===== src/rtl/shift_pkg.sv =====
// Shared definitions for the serial deserializer: default word width,
// bit-counter width and the receiver state encoding.
package shift_pkg;

  localparam int SHIFT_WIDTH = 31;
  localparam int CNT_W       = 5;

  typedef enum logic [0:0] {
    IDLE  = 1'b0,
    SHIFT = 1'b1
  } state_e;

  localparam logic [0:0] ST_IDLE  = IDLE;
  localparam logic [0:0] ST_SHIFT = SHIFT;

endpackage


===== src/rtl/shift_deser_if.sv =====
// Serial-side strobes plus parallel word handoff and status between the
// receiver and its producer/consumer.
interface shift_deser_if
  import shift_pkg::*;
#(
  parameter int WIDTH = SHIFT_WIDTH
);

  logic             serial_in;
  logic             bit_en;
  logic             frame_start;
  logic             word_ack;
  logic             clr_err;
  logic [WIDTH-1:0] word_out;
  logic             word_valid;
  logic             busy;
  logic [CNT_W-1:0] bit_cnt;
  logic             overrun;
  logic             frame_err;

  modport master (
    output serial_in, bit_en, frame_start, word_ack, clr_err,
    input  word_out, word_valid, busy, bit_cnt, overrun, frame_err
  );

  modport slave (
    input  serial_in, bit_en, frame_start, word_ack, clr_err,
    output word_out, word_valid, busy, bit_cnt, overrun, frame_err
  );

endinterface


===== src/rtl/shift_deser.sv =====
// LSB-first serial-to-parallel receiver: frames WIDTH bits started by
// frame_start, hands the word off with valid/ack and keeps sticky error flags.
module shift_deser
  import shift_pkg::*;
#(
  parameter int WIDTH = SHIFT_WIDTH
) (
  input  logic         qzt_clk,
  input  logic         rst,
  shift_deser_if.slave bus
);

  localparam logic [CNT_W-1:0] CNT_ONE  = CNT_W'(1);
  localparam logic [CNT_W-1:0] CNT_LAST = CNT_W'(WIDTH - 1);

  logic [0:0]       state_r, state_s;
  logic [WIDTH-1:0] sh_r, sh_s;
  logic [WIDTH-1:0] word_r, word_s;
  logic [WIDTH-1:0] shifted_s;
  logic [CNT_W-1:0] cnt_r, cnt_s;
  logic             valid_r, valid_s;
  logic             over_r, over_s;
  logic             ferr_r, ferr_s;
  logic             busy_r, busy_s;
  logic             complete_s;
  logic             set_ferr_s;
  logic             set_over_s;

  // Frame FSM: shift register, bit counter, completion and resync detection.
  always_comb begin
    shifted_s  = {bus.serial_in, sh_r[WIDTH-1:1]};
    state_s    = state_r;
    sh_s       = sh_r;
    cnt_s      = cnt_r;
    word_s     = word_r;
    complete_s = 1'b0;
    set_ferr_s = 1'b0;
    case (state_r)
      ST_IDLE: begin
        if (bus.bit_en && bus.frame_start) begin
          sh_s    = shifted_s;
          cnt_s   = CNT_ONE;
          state_s = ST_SHIFT;
        end else begin
          state_s = ST_IDLE;
        end
      end
      ST_SHIFT: begin
        if (bus.bit_en) begin
          sh_s = shifted_s;
          // Old partial bits are left in sh_r; they are all shifted out
          // before the restarted frame can complete.
          if (bus.frame_start) begin
            cnt_s      = CNT_ONE;
            set_ferr_s = 1'b1;
          end else if (cnt_r == CNT_LAST) begin
            complete_s = 1'b1;
            word_s     = shifted_s;
            cnt_s      = {CNT_W{1'b0}};
            state_s    = ST_IDLE;
          end else begin
            cnt_s = cnt_r + CNT_ONE;
          end
        end else begin
          state_s = ST_SHIFT;
        end
      end
      default: begin
        state_s = ST_IDLE;
        cnt_s   = {CNT_W{1'b0}};
      end
    endcase
  end

  // Handshake and sticky flags; a flag being raised beats clr_err.
  always_comb begin
    set_over_s = complete_s & valid_r & ~bus.word_ack;
    if (complete_s) begin
      valid_s = 1'b1;
    end else if (bus.word_ack) begin
      valid_s = 1'b0;
    end else begin
      valid_s = valid_r;
    end
    over_s = set_over_s | (over_r & ~bus.clr_err);
    ferr_s = set_ferr_s | (ferr_r & ~bus.clr_err);
    busy_s = (state_s == ST_SHIFT);
  end

  // State and output registers.
  always_ff @(posedge qzt_clk or posedge rst) begin
    if (rst) begin
      state_r <= ST_IDLE;
      sh_r    <= {WIDTH{1'b0}};
      word_r  <= {WIDTH{1'b0}};
      cnt_r   <= {CNT_W{1'b0}};
      valid_r <= 1'b0;
      over_r  <= 1'b0;
      ferr_r  <= 1'b0;
      busy_r  <= 1'b0;
    end else begin
      state_r <= state_s;
      sh_r    <= sh_s;
      word_r  <= word_s;
      cnt_r   <= cnt_s;
      valid_r <= valid_s;
      over_r  <= over_s;
      ferr_r  <= ferr_s;
      busy_r  <= busy_s;
    end
  end

  assign bus.word_out   = word_r;
  assign bus.word_valid = valid_r;
  assign bus.busy       = busy_r;
  assign bus.bit_cnt    = cnt_r;
  assign bus.overrun    = over_r;
  assign bus.frame_err  = ferr_r;

endmodule


===== src/flat_wrapper.sv =====
// flat-port wrapper written by rule: the top's interface ports become plain ports
module shift_deser_flat import shift_pkg::*;
#(
  parameter int WIDTH = SHIFT_WIDTH
)
  (qzt_clk, rst, bus_serial_in, bus_bit_en, bus_frame_start, bus_word_ack, bus_clr_err, bus_word_out, bus_word_valid, bus_busy, bus_bit_cnt, bus_overrun, bus_frame_err);
  shift_deser_if #(.WIDTH(WIDTH)) bus_i ();
  input  logic qzt_clk;
  input  logic rst;
  input wire logic [$bits(bus_i.serial_in)-1:0] bus_serial_in;
  input wire logic [$bits(bus_i.bit_en)-1:0] bus_bit_en;
  input wire logic [$bits(bus_i.frame_start)-1:0] bus_frame_start;
  input wire logic [$bits(bus_i.word_ack)-1:0] bus_word_ack;
  input wire logic [$bits(bus_i.clr_err)-1:0] bus_clr_err;
  output wire logic [$bits(bus_i.word_out)-1:0] bus_word_out;
  output wire logic [$bits(bus_i.word_valid)-1:0] bus_word_valid;
  output wire logic [$bits(bus_i.busy)-1:0] bus_busy;
  output wire logic [$bits(bus_i.bit_cnt)-1:0] bus_bit_cnt;
  output wire logic [$bits(bus_i.overrun)-1:0] bus_overrun;
  output wire logic [$bits(bus_i.frame_err)-1:0] bus_frame_err;
  assign bus_i.serial_in = bus_serial_in;
  assign bus_i.bit_en = bus_bit_en;
  assign bus_i.frame_start = bus_frame_start;
  assign bus_i.word_ack = bus_word_ack;
  assign bus_i.clr_err = bus_clr_err;
  assign bus_word_out = bus_i.word_out;
  assign bus_word_valid = bus_i.word_valid;
  assign bus_busy = bus_i.busy;
  assign bus_bit_cnt = bus_i.bit_cnt;
  assign bus_overrun = bus_i.overrun;
  assign bus_frame_err = bus_i.frame_err;
  shift_deser #(.WIDTH(WIDTH)) u_core (.qzt_clk(qzt_clk), .rst(rst), .bus(bus_i));
endmodule

===== config.mk =====
export PLATFORM = sky130hd
export DESIGN_NAME = shift_deser_flat
export DESIGN_NICKNAME = d
export VERILOG_FILES = /design/src/rtl/shift_pkg.sv /design/src/rtl/shift_deser_if.sv /design/src/rtl/shift_deser.sv /design/src/flat_wrapper.sv
export SDC_FILE = /design/constraint.sdc
export NUM_CORES = 1
export LEC_CHECK = 0
export ABC_AREA = 1
export BUFFER_PORTS_ARGS = -buffer_cell sky130_fd_sc_hd__clkbuf_2
export CORE_MARGIN = 10
export CORE_UTILIZATION = 55
export DETAILED_ROUTE_END_ITERATION = 10
export GPL_TIMING_DRIVEN = 0
export PLACE_DENSITY = 0.84
export RECOVER_POWER = 25
export SYNTH_ARGS = -nofsm -noshare
export SYNTH_HDL_FRONTEND = slang
export SYNTH_SLANG_ARGS = --single-unit

===== constraint.sdc =====
create_clock -name qzt_clk -period 2.5 [get_ports qzt_clk]
set_input_delay 0.125 -clock qzt_clk [delete_from_list [all_inputs] [get_ports qzt_clk]]
set_output_delay 0.125 -clock qzt_clk [all_outputs]
set_load 0.1 [all_outputs]

==> flow_metrics.py <==
metrics = {
    "synth": {
        "avgSynthCellArea_sq_um": 9.24,
        "most_frequently_used_cell_type_in_the_post_synthesis_netlist": "nand2_1",
        "synthesis.area_sq_um": 2850,
        "synth_top_area_share_pct": 61.6,
        "postSynth.asyncResetShare_pct": 100,
        "netlist-cell-type-count": 19,
        "synthCells": 308,
        "synth-warning-count": 0,
        "top_ff_cell_synth": "dfrtp_1",
        "synth_commonest_cells": "nand2_1 (119), dfrtp_1 (70), nand3_1 (35)",
        "ys_seq_area_share_pct": 61.6,
        "synthDominantAreaCellType": "dfrtp_1",
        "synthTopCellsByArea": "dfrtp_1 (62%), nand2_1 (16%), nand3_1 (6.2%)",
        "postSynthNetCount": 317,
        "synth_edf_count": 0,
        "flops_latches_synth": 70,
    },
    "die": {
        "pin_count": 47,
        "die-area_sq_um": 8450,
        "dieHeight_microns": 91.9,
        "fp.dieW_microns": 91.9,
        "row_count": 26,
        "floorplan.initialDensity_pct": 56.1,
        "core_area_sq_um": 5070,
    },
    "hold_path": {
        "hold_path.class": "input port to flop",
        "hold_start": "bus_serial_in",
    },
    "worst_setup_path": {
        "cp_data_arrival_time_ns": 1.77,
        "critPathMaxFanout": 10,
        "cpPeakStageDelay_ns": 0.47,
        "r2r_start": "u_core.bus.bit_cnt[0]",
        "worst-r2r-setup-slack_ns": 0.96,
        "critPathSlowestCell": "dfrtp_1",
        "worstPathCellList": "inv_1 > ha_1 > nand2_1 > nor2_4 > nand2_4 > buf_6 > nand2_1 > nand2_1",
        "critPathMostFrequentCell": "nand2_1",
        "worstSetupPathType": "flop to flop",
        "worst_setup_path_startpoint": "u_core.bus.bit_cnt[0]",
        "crit_path_end_kind": "flop",
        "worstPathRequired_ns": 2.73,
        "worst_setup_path_start_kind": "flop",
    },
    "sta": {
        "report.final.setup_viol": 0,
        "report.final.slew_viol_count": 0,
        "finalClockSkew_ns": 0.00774,
        "timing.max_slew.rel_slack_pct": 24.6,
        "hold_slack_ns": 0.0130,
        "maxClockFrequency_ghz": 0.650,
        "max_slew.worst_pin.slew_ns": 1.13,
        "layout_min_cycle_time_ns": 1.54,
        "finalCritPeriodShare_pct": 61.5,
        "grt_setup_unrepaired": "no",
        "finalWorstSetupSlack_ns": 0.962,
        "hold_viol": 0,
    },
    "flow_run": {
        "max_cap_violations": 0,
    },
    "cts": {
        "cts-htree-levels": 3,
        "postCtsSetupRepairBufs": 0,
        "clkSinkCount": 70,
        "clk_root_buffer_cell": "clkbuf_8",
        "cts.reportedPaths.clkPinSlew_ns": 0.07,
        "cts_buffer_depth": 2,
        "clock_latency_reported_for_the_late_side_of_the_worst_skew_pair_ns": 0.34,
        "clock_tree_from_tritoncts": "built",
        "cts_made_buffers": 9,
    },
    "power": {
        "power.leakage_nw": 1.89,
        "powerDensity_nw_per_um2": 733,
        "vdd.ir_drop.worst_mv": 0.319,
        "power_mw": 2.47,
    },
    "route": {
        "vias_per_cell": 5.03,
        "route.vias.total": 2211,
        "detail_route.wirelength_mm": 6.16,
        "drt_first_iter_violations": 164,
        "detailed_route_wire_length_per_cell_microns": 14.0,
        "drcViolationCount": 0,
        "first_pass_iters": 4,
        "route.antenna.remaining_nets": 0,
    },
    "place": {
        "post-dp-hpwl_mm": 4.31,
        "place.gp.congestion": 0.751,
        "post-place-ws_ns": 1.02,
        "numPortBuffers": 46,
        "numPlacedInstances": 425,
    },
    "layout": {
        "area_delta_synth_final_pct": 18.3,
        "finish.net_count": 376,
        "fill_cells": 435,
        "layout_cell_share_with_drive_strength_beyond_1_pct": 22.2,
        "stdcell_count": 440,
        "antennaDiodeCount": 0,
    },
    "global_route": {
        "grt_antenna_before_repair": 0,
        "grt_first_pass_wirelength_mm": 10.8,
        "grt_start_max_net_pins": 44,
        "vias_in_the_first_global_route": 2292,
        "grt_use_total_pct": 15.8,
        "gr-total-overflow": 0,
    },
    "run_status": {
        "status": "finished clean",
    },
}
==> cell families after synthesis <==
family          share of synthesized area, %
simple gates                            24.2
buf+inv                                 7.21
fa+ha+maj                              0.879
xor+xnor                               0.308
flops                                   61.6
compound gates                          5.85
==> critical path, delay by kind of cell, from the launching register on <==
family	cells	cell delay [ns]
fa+ha+maj	1	0.15
buf+inv	2	0.26
flops	1	0.47
simple gates	5	0.54
==> final timing paths <==
path,endpoint,cells past startpoint
max,u_core.bus.word_out[6],8
min,u_core.sh_r[30],3
max reg2reg,u_core.bus.word_out[6],8
min reg2reg,u_core.bus.word_out[17],2
min in group asynchronous,u_core.bus.word_out[21],3
max in group asynchronous,u_core.bus.word_out[5],4
==> through the flow <==
stage / TNS, ns / area (sq um) / utilization (%)
3_3_place_gp: -5.67 / 3160 / 62.3
2_1_floorplan: 0 / 2850 / -
4_1_cts: 0 / 3370 / 66.3
6_report: 0 / 3370 / 66.3
5_1_grt: 0 / 3370 / 66.3
3_5_place_dp: 0 / 3180 / 62.7
==> final cells by class <==
cell class                      instances  area [sq um]  area share, %
Sequential cell                        70          1750           52.0
Clock buffer                           13           169           5.02
Multi-Input combinational cell        198           888           26.4
Clock inverter                          1          5.00          0.149
Inverter                               24          90.1           2.68
Buffer                                 16           115           3.42
Timing Repair Buffer                   48           260           7.73
Tap cell                               70          87.6           2.60
==> flip-flops by register name, indices dropped and copies added (netlist names) <==
register	cells
u_core.bus.overrun	1
u_core.bus.word_valid	1
u_core.state_r	1
u_core.bus.word_out	31
u_core.bus.frame_err	1
u_core.bus.bit_cnt	5
u_core.sh_r	30
==> layer usage <==
metal	vias to the layer above	wire [microns]	GRT usage, %
li1	1090	-	-
met5	-	0	0
met4	0	129	10.0
met3	11	332	3.99
met2	50	3060	25.8
met1	1060	2640	18.1
==> cell usage in the layout (no fill, tap or decap), types with 2 or more instances in the layout <==
cell,synthesis,layout
nor2_1,2,2
dfrtp_1,70,70
buf_2,8,8
inv_1,23,23
nand3_1,35,35
clkbuf_2,0,46
clkbuf_8,0,12
buf_6,4,4
o21ai_0,19,19
nand2_2,2,2
nor2_4,2,2
nand2_1,119,119
ha_1,2,2
o21ai_1,11,11
nand4_1,2,2
buf_4,4,4
==> timing repair <==
action,4_1_cts,5_1_grt
gates resized for setup,0,0
endpoints found under the hold margin,27,0
hold buffers,1,0
==> power by group <==
group | leakage (nW) | internal [mW] | total, mW | switching [mW]
Sequential | 0.939 | 1.26 | 1.35 | 0.0936
Clock | 0.0914 | 0.429 | 0.814 | 0.385
Combinational | 0.859 | 0.0860 | 0.302 | 0.216
Power figures use the tool's default switching activity.
